### config.mk
export PLATFORM = sky130hd
export DESIGN_NAME = ifetch
export DESIGN_NICKNAME = d
export VERILOG_FILES = /design/src/rtl/ifetch.sv
export SDC_FILE = /design/constraint.sdc
export NUM_CORES = 1
export LEC_CHECK = 0
export BUFFER_PORTS_ARGS = -buffer_cell sky130_fd_sc_hd__buf_4
export CORE_MARGIN = 3
export CORE_UTILIZATION = 50
export DETAILED_ROUTE_END_ITERATION = 10
export PLACE_DENSITY_LB_ADDON = 0.15
export SETUP_SLACK_MARGIN = 0.5
export SYNTH_ARGS = -nofsm -noshare
export SYNTH_HDL_FRONTEND = slang
export SYNTH_SLANG_ARGS = --single-unit
### constraint.sdc
create_clock -name clk -period 3.35 [get_ports clk]
set_input_delay 0 -clock clk [delete_from_list [all_inputs] [get_ports clk]]
set_output_delay 0 -clock clk [all_outputs]
set_load 0.005 [all_outputs]
### src/rtl/ifetch.sv
// ifetch: instruction fetch unit with one outstanding request and a 2-entry {ins, pc} buffer.
// Optional IFETCH_ALIGN_CHECK_EN: misaligned redirects raise sticky fetch_err and halt fetching.
module ifetch #(
    parameter logic [31:0] RESET_PC = 32'h0000_0000
) (
    input  logic        clk,
    input  logic        rst_n,
    output logic        imem_req,
    output logic [31:0] imem_addr,
    input  logic        imem_ack,
    input  logic [31:0] imem_rdata,
    input  logic        stall,
    input  logic        redirect,
    input  logic [31:0] redirect_pc,
    output logic [31:0] ins,
    output logic [31:0] ins_pc,
    output logic        ins_valid,
    output logic        fetch_err
);
    typedef enum logic [1:0] {IDLE, REQ, DROP} state_t;
    state_t      state_q, state_d;
    logic [31:0] pc_q, pc_d, addr_q, addr_d, rpc;
    logic [1:0]  cnt_q, cnt_d;
    logic [63:0] e0_q, e0_d, e1_q, e1_d, new_e;
    logic        ack, push, pop, bad, halt;

    assign imem_req  = state_q != IDLE;
    assign imem_addr = addr_q;
    assign ack       = imem_ack && imem_req;
    assign rpc       = {redirect_pc[31:2], 2'b00};
    assign ins_valid = cnt_q != 2'd0;
    assign ins       = ins_valid ? e0_q[63:32] : 32'h0;
    assign ins_pc    = ins_valid ? e0_q[31:0] : 32'h0;
    assign pop       = ins_valid && !stall && !redirect;
    assign push      = state_q == REQ && ack && !redirect;
    assign new_e     = {imem_rdata, pc_q};

`ifdef IFETCH_ALIGN_CHECK_EN
    logic halt_q;
    assign bad  = redirect && (redirect_pc[1:0] != 2'b00);
    assign halt = halt_q;
    always_ff @(posedge clk or negedge rst_n) begin
        if (!rst_n) halt_q <= 1'b0;
        else if (redirect) halt_q <= bad;
    end
`else
    logic unused_lsb;
    assign unused_lsb = ^redirect_pc[1:0];
    assign bad  = 1'b0;
    assign halt = 1'b0;
`endif
    assign fetch_err = halt;

    always_comb begin
        cnt_d   = redirect ? 2'd0 : cnt_q + {1'b0, push} - {1'b0, pop};
        pc_d    = redirect ? rpc : (push ? pc_q + 32'd4 : pc_q);
        state_d = state_q;
        if (bad) state_d = IDLE;
        else if (redirect) state_d = (state_q != IDLE && !ack) ? DROP : REQ;
        else if (state_q == IDLE) state_d = (!halt && cnt_d != 2'd2) ? REQ : IDLE;
        else if (ack) state_d = (state_q == DROP || cnt_d != 2'd2) ? REQ : IDLE;
        // address only moves when no request is in flight or the current one completes
        addr_d = (state_q == IDLE || ack) ? pc_d : addr_q;
        e0_d   = (pop && cnt_q == 2'd2) ? e1_q : ((push && (cnt_q == 2'd0 || pop)) ? new_e : e0_q);
        e1_d   = (push && cnt_q == 2'd1 && !pop) ? new_e : e1_q;
    end

    always_ff @(posedge clk or negedge rst_n) begin
        if (!rst_n) begin
            state_q <= IDLE;
            pc_q    <= RESET_PC;
            addr_q  <= RESET_PC;
            cnt_q   <= 2'd0;
            e0_q    <= 64'h0;
            e1_q    <= 64'h0;
        end else begin
            state_q <= state_d;
            pc_q    <= pc_d;
            addr_q  <= addr_d;
            cnt_q   <= cnt_d;
            e0_q    <= e0_d;
            e1_q    <= e1_d;
        end
    end
endmodule

==> results of run 1 <==
routing by layer:
metal  global-route usage, %  share of wire, %  wire (um)  vias up
met5                       0                 0          0        -
met4                    5.35               1.1        227        0
met3                    3.29               4.2        872       17
met2                    31.7                46       9440      165
met1                    32.1                49      10000     3254
li1                        -                 -          -     3329
sequential cells by signal (all words and copies together) (netlist names):
name	flops
cnt_q	2
e0_q	64
e1_q	64
imem_addr	32
pc_q	32
state_q	2
stage by stage:
stage                     instances  total power [mW]  instance area, um2  setup WS [ps]  utilization (%)
after floorplan                 853              4.37                9110            988                -
after global placement         1194              5.04               10500            994             59.8
after detailed placement       1194              5.11               10500            974             59.8
after CTS                      1289              7.09               11700            962             66.6
after global routing           1289              7.46               11700            726             66.6
final                          1289              7.01               11700            958             66.6
synth_stat cells (all sizes together), types with 3 or more instances:
master,n
nor2,44
mux2i,61
nand4,10
xnor2,16
clkbuf,46
inv,10
ha,3
nor2b,6
a21oi,35
xor2,9
nor4,6
nand3,13
o21ai,74
nand2,102
nor3,13
and2,65
o22ai,13
mux2,78
dfrtp,196
buf,16
and4,7
power by group:
| part | internal (mW) | leakage [nW] | switching, mW |
|---|---|---|---|
| clock network | 1.06 | 0.254 | 0.847 |
| registers | 3.07 | 2.43 | 0.395 |
| logic | 0.952 | 2.90 | 0.694 |
worst min-delay path by stage:
stage | from | cells after the start | slack, ps | end
after floorplan | rst_n | 0 | -300 | cnt_q[0]
after global placement | rst_n | 1 | 110 | e0_q[56]
after global routing | stall | 5 | 240 | e0_q[25]
after detailed placement | rst_n | 1 | 110 | e0_q[56]
after CTS | stall | 5 | 210 | e0_q[63]
final | rst_n | 2 | 190 | e0_q[56]
cell type report:
cell class	count	area [um2]
well taps	225	282
fillers	1364	5870
clock inverters	8	78.8
multi-input cells	585	3940
repair buffers	243	2020
flip-flops and latches	196	4900
clock buffers	22	464
inverters	10	37.5
worst max-delay path: stages (launching register included):
cell and delay, ps:
dfrtp_1 460, ha_1 220, and4_1 330, nand4_1 470, nor4_1 450, xnor2_1 200, o22ai_1 110
logic make-up after synthesis:
family | count (synthesis) | share of synthesized area [%]
AOI/OAI and AO/OA | 135 | 8.07
DFF | 196 | 53.8
adders and majority gates | 3 | 0.412
other | 1 | 0.0411
xor gates and xnor gates | 25 | 2.40
and+or+nand+nor | 282 | 15.7
muxes | 139 | 16.3
buffers and inverters | 72 | 3.27
==> metrics, run 1 <==
chip width 141 um; most frequent cells in the layout dfrtp_1, buf_4, nand2_1, mux2_2, o21ai_0; # setup viols final 0; crit share post-route a little under three quarters; CTS H-tree lvls 4; Setup CP Type flip-flop to flip-flop; GRT Overall Usage around a fifth; worst reg2reg path endpoint imem_addr[22]; DRT iter0 DRCs ~400; status finished, final reports clean; WHS 187 ps; first-pass detailed-route iteration total 5; Peak supply drop 0.000406 V; synth top area cells dfrtp_1, mux2_2, mux2i_1; routability cong. slightly below 0.8; Resized cells post-CTS 0; worst min-delay path category primary input to async pin; pwr/cell area 598 mW/mm2; Initial Utilization between 50% and 60%; CP Data Required Time 3630 ps; post-synthesis sequential area ratio between 50% and 60%; total grt overflow 0; Post-synth EDFFs 0; most common cell after layout, fill and taps aside dfrtp_1; CP max FO 11; area leader, netlist dfrtp_1; min cycle time layout about 2400 ps; clock buffer count from CTS 17; worst r2r src pc_q[2]; vias per std cell about 5.2; Post-Route Setup TNS 0 ps; DR WL/cell 16.0 um; Sink Count 196; CP Launch Type flip-flop; first-pass GRT wire length 33900 um; FP Rows 48; Reg clk slew, reported paths about 70 ps; HPWL after DPL ~13000 um; CTS Buffer Depth 2; RSZ-0062 raised after global routing no; Yosys cell types slightly above 50; Core ar. approximately 0.018 mm2; max-cap violation count 0; Final Skew ~8 ps; layout cells sized above 1 28.0%; Vias 6765; reg2reg setup slack around 960 ps; largest net degree at the start of global routing roughly 130; Layout area overhead 28.6%; mapped cell area between 0.009 and 0.01 mm2; Critical Path End Type flip-flop; antenna violations before repair 0; relative slew slack 51.1%; top_reg_cell synth dfrtp_1; fin nets roughly 1100; die area a little under 0.02 mm2; CP startpoint pc_q[2]; worst skew pair latency 420 ps; Cells after Synth 853; Critical path destination imem_addr[22]; Arr. time, crit path 2670 ps; Seq cells post-synth approximately 200; drt total wl 20600 um; Routed Antenna Nets 0; port bufs ~160; post-synth top area share ~54%; Slew Limit Fails 0; Synth Area per Inst 10.7 um2; CTS tree built; setup bufs post-CTS 0; root buffer cell clkbuf_16; vias in the first global route 6507; maximum clock rate about 0.42 GHz; R2R depth 6; Syn Nets ~930; CTS hold repair buffers 65; # IOs between 150 and 200; Pleak roughly 5.6 nW; Antenna Cells 0; final hold violation count 0; DRC viols 0; DIE HEIGHT about 140 um; Yosys Warn Count 0; Worst Max-Slew Pin Slew 734 ps; asr flop ratio synth 100%
(Power assumes the default switching activity.)
==> run 2: changes to the inputs <==
==> constraint.sdc (replaced) <==
create_clock -name clk -period 2.5 [get_ports clk]
set_input_delay 0 -clock clk [delete_from_list [all_inputs] [get_ports clk]]
set_output_delay 0 -clock clk [all_outputs]
set_load 0.005 [all_outputs]
==> metrics, run 2 (synthesis gave the netlist of run 1 again) <==
fin nets around 1100; Overall Power between 9 and 10 mW; min cycle time layout ~2000 ps; CTS H-tree lvls 4; worst reg2reg path endpoint imem_addr[11]; worst min-delay path category primary input to flip-flop; CP max FO 7; RSZ-0062 raised after global routing yes; Layout area overhead 33.5%; relative slew slack 55.4%; CTS Buffer Depth 2; root buffer cell clkbuf_16; Pleak between 5 and 6 nW; pre-CTS setup slack between 200 and 300 ps; CP Data Required Time roughly 2800 ps; metal1 wirelength around 10000 um; worst skew pair latency ~420 ps; post-placement cell area about 0.011 mm2; Core ar. about 0.018 mm2; first-pass detailed-route iteration total 5; largest net degree at the start of global routing 87; DRT iter0 DRCs about 370; placed insts around 1200; max-cap violation count 0; die area between 0.015 and 0.02 mm2; status finished, final reports clean; antenna violations before repair 0; final hold violation count 0; vias in the first global route between 7000 and 8000; Initial Utilization between 50% and 60%; worst hold path depth 4; Peak supply drop around 0.00054 V; most frequent cells in the layout dfrtp_1, buf_4, nand2_1, mux2_2, o21ai_0; maximum clock rate between 0.4 and 0.5 GHz; GRT Overall Usage 22.1%; Max Used Layer met4; DRC viols 0; first-pass GRT wire length between 30000 and 40000 um; Reg clk slew, reported paths approximately 70 ps; Vias 6959; drt total wl between 20000 and 25000 um; # IOs about 170; R2R depth 6; # setup viols final 0; routability cong. between 0.7 and 0.8; # fillers 1315; WHS slightly above 70 ps; top flop regs e0_q x64, e1_q x64; CTS tree built; Post-Route Utilization just under 70%; Setup WS post-layout 441 ps; DIE HEIGHT approximately 140 um; chip width between 100 and 150 um; DR WL/cell 16.4 um; worst r2r src state_q[1]; FP Rows between 40 and 50; Setup CP Type flip-flop to flip-flop; Worst Max-Slew Pin Slew 670 ps; Post-Layout Inst Area 0.0122 mm2; CP Launch Type flip-flop; layout cells sized above 1 between 30% and 40%; HPWL after DPL about 14000 um; Final Skew roughly 9.2 ps; crit share post-route between 80% and 90%; met2 WL post-DR about 10000 um; Worst Hold End pc_q[18]; total grt overflow 0; reg2reg setup slack ~440 ps; Sink Count about 200; Slew Limit Fails 0; vias per std cell ~5.3; Antenna Cells 0; port bufs about 160; pwr/cell area 801 mW/mm2; Final Instance Count excl. Fillers ~1300; most common cell after layout, fill and taps aside dfrtp_1; Critical Path End Type flip-flop; Arr. time, crit path approximately 2400 ps; Routed Antenna Nets 0; Post-Route Setup TNS 0 ps; hold path start redirect; routed wire length on met3 869 um; clock buffer count from CTS 17
==> run 2: changes by cell type in the layout (fill, tap and decap cells not counted), moves of 3 or more <==
cell,delta
dfrtp_2,+4
nor4_1,-3
nor3_1,-3
ha_1,-3
dfrtp_1,-4
nor4_2,+3
buf_4,+12
dlygate4sd3_1,+5
buf_12,+6
inv_6,+4
==> run 2: metal layers <==
layer,global-route usage (%),up-vias
met4,6.17,0
met2,35.4,161
met1,31.7,3400
li1,-,3380
met3,3.39,18
met5,0,-
==> run 2: critical path, cell delays in order, from the launching register on <==
cell and delay, ps:
dfrtp_1 380, and4bb_4 370, inv_6 50, or4_4 570, xor2_1 180, o21ai_1 100, mux2_2 290
==> run 2: area by class of cell <==
type / count / area [um2] / area share, %
repair buffers: 266 / 2280 / 18.7
flip-flops and latches: 196 / 4910 / 40.4
multi-input cells: 585 / 4050 / 33.3
well taps: 225 / 282 / 2.31
inverters: 10 / 42.5 / 0.350
clock inverters: 12 / 143 / 1.17
clock buffers: 20 / 457 / 3.75
==> run 2: report_power, final <==
part	internal (mW)	switching, mW
combinational	1.34	0.970
clock	1.55	1.24
sequential	4.11	0.531
total	7.00	2.74
==> run 2: how the worst max path moves through the flow <==
stage / end / slack (ps) / from / cells past startpoint
2_1_floorplan: state_q[0] / 380 / cnt_q[0] / 10
3_3_place_gp: state_q[0] / 350 / state_q[1] / 9
3_5_place_dp: state_q[0] / 300 / state_q[1] / 9
4_1_cts: state_q[0] / 360 / cnt_q[0] / 9
5_1_grt: imem_addr[11] / 390 / state_q[1] / 6
6_report: imem_addr[11] / 440 / state_q[1] / 6
==> run 2: timing repair <==
item,in CTS,in global routing
pin swaps,4,7
hold endpoints to repair,206,0
setup endpoints to repair,22,33
gates cloned,0,0
hold buffers,70,0
gates resized for setup,9,12
buffers inserted,5,8
